File: src/rtl/mips_sim_pkg.sv
// Shared types and default constants for the MIPS run monitor and its bench hex images.
package mips_sim_pkg;

  typedef enum logic [2:0] {
    ST_IDLE  = 3'd0,
    ST_RUN   = 3'd1,
    ST_DRAIN = 3'd2,
    ST_RD    = 3'd3,
    ST_OUT   = 3'd4,
    ST_DONE  = 3'd5
  } mon_state_t;

  localparam logic [31:0] DEFAULT_END_PC     = 32'h0000_007C;
  localparam int unsigned DEFAULT_DUMP_BASE  = 32;
  localparam int unsigned DEFAULT_DUMP_WORDS = 96;

endpackage

File: src/rtl/mips_run_monitor_if.sv
// Signal bundle between the run monitor and its environment: core fetch, dmem read port, dump stream.
interface mips_run_monitor_if #(
  parameter int unsigned AW = 32,
  parameter int unsigned DW = 32,
  parameter int unsigned CW = 32
);
  import mips_sim_pkg::*;

  logic          start;
  logic [AW-1:0] pc_f;
  logic          pc_valid;
  logic          core_halt;
  logic          mem_rd_en;
  logic [AW-1:0] mem_rd_addr;
  logic [DW-1:0] mem_rd_data;
  logic          dump_valid;
  logic          dump_ready;
  logic [DW-1:0] dump_data;
  logic [15:0]   dump_idx;
  logic          dump_eol;
  logic          running;
  logic          done;
  logic          timed_out;
  logic [CW-1:0] cycle_count;
  mon_state_t    dbg_state;

  // Dump stream: a word moves on the clock edge where dump_valid && dump_ready are both high;
  // while dump_valid is high and dump_ready low, dump_data/dump_idx/dump_eol do not change.
  modport slave (
    input  start, pc_f, pc_valid, mem_rd_data, dump_ready,
    output core_halt, mem_rd_en, mem_rd_addr, dump_valid, dump_data, dump_idx, dump_eol,
           running, done, timed_out, cycle_count, dbg_state
  );

  modport master (
    output start, pc_f, pc_valid, mem_rd_data, dump_ready,
    input  core_halt, mem_rd_en, mem_rd_addr, dump_valid, dump_data, dump_idx, dump_eol,
           running, done, timed_out, cycle_count, dbg_state
  );

endinterface

File: src/rtl/mips_end_detect.sv
// Program-end detection: consecutive END_PC fetch counter plus the RUN cycle-limit compare.
module mips_end_detect #(
  parameter int unsigned     AW        = 32,
  parameter int unsigned     CW        = 32,
  parameter logic [AW-1:0]   END_PC    = 32'h7C,
  parameter int unsigned     HIT_COUNT = 2,
  parameter int unsigned     TIMEOUT   = 65535
) (
  input  logic          clk,
  input  logic          reset,
  input  logic          clear_i,
  input  logic          run_i,
  input  logic [AW-1:0] pc_f_i,
  input  logic          pc_valid_i,
  input  logic [CW-1:0] cycle_count_i,
  output logic          end_hit_o,
  output logic          end_timeout_o
);

  localparam logic [3:0]  HIT_TGT = 4'(HIT_COUNT);
  localparam logic [CW:0] TO_VAL  = (CW+1)'(TIMEOUT);
  localparam bit          TO_EN   = (TIMEOUT != 0);

  logic [3:0] hit_q, hit_d;
  logic       pc_match;

  assign pc_match = pc_valid_i && (pc_f_i == END_PC);

  // Stalled fetches hold the count; any other valid fetch breaks the run of hits.
  always_comb begin
    hit_d = hit_q;
    if (clear_i) begin
      hit_d = '0;
    end else if (run_i && pc_valid_i) begin
      hit_d = pc_match ? (hit_q + 4'd1) : 4'd0;
    end
  end

  always_ff @(posedge clk) begin
    if (reset) begin
      hit_q <= '0;
    end else begin
      hit_q <= hit_d;
    end
  end

  assign end_hit_o     = run_i && pc_match && ((hit_q + 4'd1) == HIT_TGT);
  assign end_timeout_o = run_i && TO_EN && (({1'b0, cycle_count_i} + (CW+1)'(1)) == TO_VAL);

endmodule

File: src/rtl/mips_run_monitor.sv
// Run controller for the pipelined MIPS core: detects program end, halts the core, drains, then dumps dmem.
module mips_run_monitor
  import mips_sim_pkg::*;
#(
  parameter int unsigned   AW           = 32,
  parameter int unsigned   DW           = 32,
  parameter logic [AW-1:0] END_PC       = AW'(DEFAULT_END_PC),
  parameter int unsigned   HIT_COUNT    = 2,
  parameter int unsigned   DRAIN_CYCLES = 4,
  parameter int unsigned   DUMP_BASE    = DEFAULT_DUMP_BASE,
  parameter int unsigned   DUMP_WORDS   = DEFAULT_DUMP_WORDS,
  parameter int unsigned   LINE_WORDS   = 16,
  parameter int unsigned   TIMEOUT      = 65535,
  parameter int unsigned   CW           = 32
) (
  input  logic             clk,
  input  logic             reset,
  mips_run_monitor_if.slave bus
);

  localparam logic [15:0] DRAIN_LAST = 16'((DRAIN_CYCLES == 0) ? 0 : DRAIN_CYCLES - 1);
  localparam logic [15:0] LAST_IDX   = 16'(DUMP_WORDS - 1);
  localparam logic [15:0] LINE_LAST  = 16'(LINE_WORDS - 1);

  mon_state_t    state_q, state_d;
  logic [CW-1:0] cyc_q, cyc_d;
  logic          halt_q, halt_d;
  logic          to_q, to_d;
  logic [15:0]   ptr_q, ptr_d;
  logic [15:0]   col_q, col_d;
  logic [15:0]   drain_q, drain_d;
  logic          first_q, first_d;
  logic [DW-1:0] word_q, word_d;

  logic start_ok, run_w, end_hit, end_timeout;

  assign start_ok = bus.start && ((state_q == ST_IDLE) || (state_q == ST_DONE));
  assign run_w    = (state_q == ST_RUN);

  mips_end_detect #(
    .AW(AW), .CW(CW), .END_PC(END_PC), .HIT_COUNT(HIT_COUNT), .TIMEOUT(TIMEOUT)
  ) u_end_detect (
    .clk(clk),
    .reset(reset),
    .clear_i(start_ok),
    .run_i(run_w),
    .pc_f_i(bus.pc_f),
    .pc_valid_i(bus.pc_valid),
    .cycle_count_i(cyc_q),
    .end_hit_o(end_hit),
    .end_timeout_o(end_timeout)
  );

  always_comb begin
    state_d = state_q;
    cyc_d   = cyc_q;
    halt_d  = halt_q;
    to_d    = to_q;
    ptr_d   = ptr_q;
    col_d   = col_q;
    drain_d = drain_q;
    first_d = 1'b0;
    word_d  = word_q;
    case (state_q)
      ST_IDLE, ST_DONE: begin
        if (bus.start) begin
          state_d = ST_RUN;
          cyc_d   = '0;
          halt_d  = 1'b0;
          to_d    = 1'b0;
          ptr_d   = '0;
          col_d   = '0;
        end
      end
      ST_RUN: begin
        if (cyc_q != '1) cyc_d = cyc_q + CW'(1);
        // A genuine END_PC hit wins over a coincident timeout.
        if (end_hit || end_timeout) begin
          state_d = ST_DRAIN;
          halt_d  = 1'b1;
          to_d    = !end_hit;
          drain_d = '0;
        end
      end
      ST_DRAIN: begin
        if (drain_q == DRAIN_LAST) begin
          state_d = ST_RD;
          ptr_d   = '0;
          col_d   = '0;
        end else begin
          drain_d = drain_q + 16'd1;
        end
      end
      ST_RD: begin
        state_d = ST_OUT;
        first_d = 1'b1;
      end
      ST_OUT: begin
        if (first_q) word_d = bus.mem_rd_data;
        if (bus.dump_ready) begin
          if (ptr_q == LAST_IDX) begin
            state_d = ST_DONE;
          end else begin
            state_d = ST_RD;
            ptr_d   = ptr_q + 16'd1;
            col_d   = (col_q == LINE_LAST) ? 16'd0 : (col_q + 16'd1);
          end
        end
      end
      default: state_d = ST_IDLE;
    endcase
  end

  always_ff @(posedge clk) begin
    if (reset) begin
      state_q <= ST_IDLE;
      cyc_q   <= '0;
      halt_q  <= 1'b0;
      to_q    <= 1'b0;
      ptr_q   <= '0;
      col_q   <= '0;
      drain_q <= '0;
      first_q <= 1'b0;
      word_q  <= '0;
    end else begin
      state_q <= state_d;
      cyc_q   <= cyc_d;
      halt_q  <= halt_d;
      to_q    <= to_d;
      ptr_q   <= ptr_d;
      col_q   <= col_d;
      drain_q <= drain_d;
      first_q <= first_d;
      word_q  <= word_d;
    end
  end

  // The read data is only on the bus during the first OUT cycle; later cycles replay the capture.
  assign bus.dump_data   = first_q ? bus.mem_rd_data : word_q;
  assign bus.dump_valid  = (state_q == ST_OUT);
  assign bus.dump_idx    = ptr_q;
  assign bus.dump_eol    = (state_q == ST_OUT) && ((col_q == LINE_LAST) || (ptr_q == LAST_IDX));
  assign bus.mem_rd_en   = (state_q == ST_RD);
  assign bus.mem_rd_addr = (state_q == ST_RD) ? (AW'(DUMP_BASE) + AW'(ptr_q)) : '0;
  assign bus.core_halt   = halt_q;
  assign bus.running     = (state_q == ST_RUN);
  assign bus.done        = (state_q == ST_DONE);
  assign bus.timed_out   = to_q;
  assign bus.cycle_count = cyc_q;
  assign bus.dbg_state   = state_q;

endmodule

File: src/flat_wrapper.sv
// flat-port wrapper written by rule: the top's interface ports become plain ports
module mips_run_monitor_flat import mips_sim_pkg::*;
#(
  parameter int unsigned   AW           = 32,
  parameter int unsigned   DW           = 32,
  parameter logic [AW-1:0] END_PC       = AW'(DEFAULT_END_PC),
  parameter int unsigned   HIT_COUNT    = 2,
  parameter int unsigned   DRAIN_CYCLES = 4,
  parameter int unsigned   DUMP_BASE    = DEFAULT_DUMP_BASE,
  parameter int unsigned   DUMP_WORDS   = DEFAULT_DUMP_WORDS,
  parameter int unsigned   LINE_WORDS   = 16,
  parameter int unsigned   TIMEOUT      = 65535,
  parameter int unsigned   CW           = 32
)
  (clk, reset, bus_start, bus_pc_f, bus_pc_valid, bus_mem_rd_data, bus_dump_ready, bus_core_halt, bus_mem_rd_en, bus_mem_rd_addr, bus_dump_valid, bus_dump_data, bus_dump_idx, bus_dump_eol, bus_running, bus_done, bus_timed_out, bus_cycle_count, bus_dbg_state);
  mips_run_monitor_if #(.AW(AW), .DW(DW), .CW(CW)) bus_i ();
  input  logic clk;
  input  logic reset;
  input wire logic [$bits(bus_i.start)-1:0] bus_start;
  input wire logic [$bits(bus_i.pc_f)-1:0] bus_pc_f;
  input wire logic [$bits(bus_i.pc_valid)-1:0] bus_pc_valid;
  input wire logic [$bits(bus_i.mem_rd_data)-1:0] bus_mem_rd_data;
  input wire logic [$bits(bus_i.dump_ready)-1:0] bus_dump_ready;
  output wire logic [$bits(bus_i.core_halt)-1:0] bus_core_halt;
  output wire logic [$bits(bus_i.mem_rd_en)-1:0] bus_mem_rd_en;
  output wire logic [$bits(bus_i.mem_rd_addr)-1:0] bus_mem_rd_addr;
  output wire logic [$bits(bus_i.dump_valid)-1:0] bus_dump_valid;
  output wire logic [$bits(bus_i.dump_data)-1:0] bus_dump_data;
  output wire logic [$bits(bus_i.dump_idx)-1:0] bus_dump_idx;
  output wire logic [$bits(bus_i.dump_eol)-1:0] bus_dump_eol;
  output wire logic [$bits(bus_i.running)-1:0] bus_running;
  output wire logic [$bits(bus_i.done)-1:0] bus_done;
  output wire logic [$bits(bus_i.timed_out)-1:0] bus_timed_out;
  output wire logic [$bits(bus_i.cycle_count)-1:0] bus_cycle_count;
  output wire logic [$bits(bus_i.dbg_state)-1:0] bus_dbg_state;
  assign bus_i.start = bus_start;
  assign bus_i.pc_f = bus_pc_f;
  assign bus_i.pc_valid = bus_pc_valid;
  assign bus_i.mem_rd_data = bus_mem_rd_data;
  assign bus_i.dump_ready = bus_dump_ready;
  assign bus_core_halt = bus_i.core_halt;
  assign bus_mem_rd_en = bus_i.mem_rd_en;
  assign bus_mem_rd_addr = bus_i.mem_rd_addr;
  assign bus_dump_valid = bus_i.dump_valid;
  assign bus_dump_data = bus_i.dump_data;
  assign bus_dump_idx = bus_i.dump_idx;
  assign bus_dump_eol = bus_i.dump_eol;
  assign bus_running = bus_i.running;
  assign bus_done = bus_i.done;
  assign bus_timed_out = bus_i.timed_out;
  assign bus_cycle_count = bus_i.cycle_count;
  assign bus_dbg_state = bus_i.dbg_state;
  mips_run_monitor #(.AW(AW), .DW(DW), .END_PC(END_PC), .HIT_COUNT(HIT_COUNT), .DRAIN_CYCLES(DRAIN_CYCLES), .DUMP_BASE(DUMP_BASE), .DUMP_WORDS(DUMP_WORDS), .LINE_WORDS(LINE_WORDS), .TIMEOUT(TIMEOUT), .CW(CW)) u_core (.clk(clk), .reset(reset), .bus(bus_i));
endmodule
File: config.mk
export PLATFORM = sky130hd
export DESIGN_NAME = mips_run_monitor_flat
export DESIGN_NICKNAME = d
export VERILOG_FILES = /design/src/rtl/mips_sim_pkg.sv /design/src/rtl/mips_run_monitor_if.sv /design/src/rtl/mips_end_detect.sv /design/src/rtl/mips_run_monitor.sv /design/src/flat_wrapper.sv
export SDC_FILE = /design/constraint.sdc
export NUM_CORES = 1
export LEC_CHECK = 0
export CORE_UTILIZATION = 45
export DETAILED_ROUTE_END_ITERATION = 10
export GPL_TIMING_DRIVEN = 0
export PLACE_DENSITY_LB_ADDON = 0.12
export SLEW_MARGIN = 25
export SYNTH_ARGS = -nofsm -noshare
export SYNTH_HDL_FRONTEND = slang
export SYNTH_HIERARCHICAL = 1
export SYNTH_SLANG_ARGS = --single-unit
File: constraint.sdc
create_clock -name clk -period 3.54 [get_ports clk]
set_clock_uncertainty 0.05 [all_clocks]
set_input_delay 0.531 -clock clk [delete_from_list [all_inputs] [get_ports clk]]
set_output_delay 0.531 -clock clk [all_outputs]
set_load 0.02 [all_outputs]
==> results_dict.tcl <==
set metrics [dict create \
    cp-end-kind "register" \
    grt_util_all_layers 0.270 \
    worst_slew_pin_slew_ns 0.816 \
    nets 1219 \
    vias_per_cell 5.90 \
    fin_crit_ns 3.36 \
    drv_cap 0 \
    whs_path_depth 1 \
    vdd_ir_drop_max_mv 0.317 \
    ys_seq_area_frac 0.335 \
    synth_cell_types 78 \
    synth_flop_cell "dfxtp_1" \
    wl_per_cell_microns 16.5 \
    place.gp.congestion 0.859 \
    path_class "reg -> reg" \
    clock_sinks 122 \
    synth-edff-count 0 \
    start_util 0.460 \
    total_power_mw 4.43 \
    dp_hpwl_mm 16.0 \
    place_ws_ns -0.925 \
    grt_pass1_vias 7271 \
    timing.fmax_ghz 0.298 \
    die_w_microns 129 \
    grt_pass1_wl_mm 36.3 \
    power_leakage_nw 3.43 \
    overflow 0 \
    dr.pass1.iters 5 \
    intPower_mw 2.95 \
    clkLatencyLatePin_ns 0.42 \
    syn_area_sq_um 7280 \
    yosysWarnings 6 \
    clockRootBuffer "clkbuf_16" \
    antenna_found_initial 0 \
    hold_violations 0 \
    clock_path_buffers 2 \
    power_density_nw_per_um2 442 \
    drc 0 \
    p_sw_mw 1.48 \
    grt_setup_unrepaired "no" \
    cp.required_ns 3.83 \
    layout_common_cells "clkdlybuf4s50_1 (172), nor2_1 (124), dfxtp_1 (119)" \
    portBuffers 174 \
    die_h_microns 129 \
    routed_wl_mm 22.7 \
    ys_ff_latch 122 \
    cts_tree "done" \
    crit_path_max_fanout 22 \
    syn_inst 933 \
    async_flop_share 0 \
    diodes 0 \
    swShare 0.334 \
    hp-class "reg -> reg" \
    drtIter0Drc 646 \
    drive_gt1_frac 0.121 \
    outcome "finished, final reports clean" \
    cts_hold_buf 0 \
    synth.avg_cell_area_sq_um 7.81 \
    p_seq_frac 0.337 \
    clkPwrFrac 0.366 \
    relSlewSlack 0.449 \
    drv_slew 0 \
    timing.hold.ws_ns 0.425 \
    cts_buffers 17 \
    vias 8085 \
    die_area_sq_um 16700 \
    final_common_cell "clkdlybuf4s50_1" \
    setup_viol 0 \
    grt_max_degree 17 \
    combPwrFrac 0.297 \
    num_io_pins 191 \
    antenna_left 0 \
    fp-row-count 46 \
    worst-r2r-cell-count 13 \
    area_delta_synth_final_pct 37.8 \
    worstPathArrival_ns 3.65 \
    setup_ws_ns 0.182 \
    start_kind "register" \
    core_area_sq_um 15800 \
    cts_htree_levels 4 \
    cts.clk_slew.worst_paths_ns 0.05 \
    period_share 0.949 \
]
final cells by class:
type | count | area [sq um]
clock buffer | 23 | 478
sequential | 122 | 2450
buffer | 66 | 337
multi-input combinational | 737 | 4560
tap | 216 | 270
inverter | 19 | 83.8
timing repair buffer | 180 | 1790
fill | 1420 | 5790
clock inverter | 8 | 70.1
state kept, by name, indices dropped and copies added (netlist names):
name and cells:
u_core/bus.cycle_count 32, u_core/drain_q 16, u_core/bus.dump_idx 16, u_core/word_q 32, u_core/first_q 1, u_core/u_end_detect/hit_q 4
u_core/col_q 16, u_core/bus.dbg_state 3, u_core/bus.core_halt 1, u_core/bus.timed_out 1
cell families after synthesis:
logic type      after synthesis  synth area share
compound gates              213             0.198
mux                          36            0.0550
buf+inv                      89            0.0570
xor+xnor                     13            0.0156
other cells                   1          0.000515
simple gates                452             0.326
flops                       122             0.335
fa+ha+maj                     7            0.0120
layer usage:
layer	wire, microns	global-route usage
met4	354	0.0810
met1	10200	0.359
met5	0	0
met2	10000	0.429
met3	2130	0.0727
stage by stage:
step           instance area (sq um)  TNS, ns  instances  utilization
2_1_floorplan                   7360        0        947            -
3_3_place_gp                    9370   -15.33       1337        0.592
3_5_place_dp                    9370   -15.84       1337        0.592
4_1_cts                         9970        0       1367        0.630
5_1_grt                        10000        0       1371        0.634
6_report                       10000        0       1371        0.634
synthesized netlist by cell type, types with 7 or more instances:
| library cell | n | area share |
|---|---|---|
| a21oi_1 | 44 | 0.030 |
| or4_1 | 7 | 0.0072 |
| a211oi_1 | 7 | 0.0072 |
| a41oi_1 | 12 | 0.014 |
| nor3_1 | 62 | 0.043 |
| buf_1 | 9 | 0.0046 |
| xnor2_1 | 7 | 0.0084 |
| a31oi_1 | 37 | 0.032 |
| and3_1 | 22 | 0.019 |
| o21ai_0 | 37 | 0.025 |
| and4_1 | 11 | 0.013 |
| dfxtp_1 | 122 | 0.34 |
| nor4_1 | 20 | 0.017 |
| ha_1 | 7 | 0.012 |
| nand2_1 | 70 | 0.036 |
| buf_4 | 15 | 0.015 |
| nand4_1 | 28 | 0.024 |
| nand3_1 | 43 | 0.030 |
| inv_1 | 17 | 0.0088 |
| clkbuf_1 | 41 | 0.021 |
| or3_1 | 12 | 0.010 |
| nor2_1 | 125 | 0.064 |
| a32o_1 | 7 | 0.0096 |
| o211ai_1 | 9 | 0.0093 |
| mux2_2 | 32 | 0.049 |
| a311oi_1 | 16 | 0.019 |
worst max-delay path: stages (launching register included):
cell      delay (ns)
dfxtp_4         0.38
nor2b_4         0.21
nand2_4         0.12
clkinv_8        0.13
or2b_2          0.32
nor4_2          0.26
nand4_1         0.11
a211o_1         0.34
a211oi_4        0.30
or3b_4          0.18
a221o_1         0.28
o2111a_2        0.32
a41oi_1         0.13
a31oi_1         0.15
final timing paths:
kind / from / slack, ns / end
max: u_core/bus.dbg_state[0] / 0.18 / u_core/bus.dump_idx[4]
min reg2reg: u_core/col_q[15] / 0.43 / u_core/col_q[15]
min: u_core/col_q[15] / 0.43 / u_core/col_q[15]
max reg2reg: u_core/bus.dbg_state[0] / 0.18 / u_core/bus.dump_idx[4]
timing repair:
item,4_1_cts,5_1_grt
resized for setup,16,15
pin swaps,2,6
endpoints found under the setup margin,33,23
cloned,0,1
buffers inserted,2,4
power groups by stage:
stage,logic [mW],registers (mW),clock network (mW)
after floorplan,0.778,1.52,0
after global placement,1.24,1.51,0
after detailed placement,1.25,1.51,0
after CTS,1.29,1.49,1.65
after global routing,1.42,1.50,1.70
final,1.32,1.50,1.62
No activity file was read; power rests on OpenSTA's default activity.
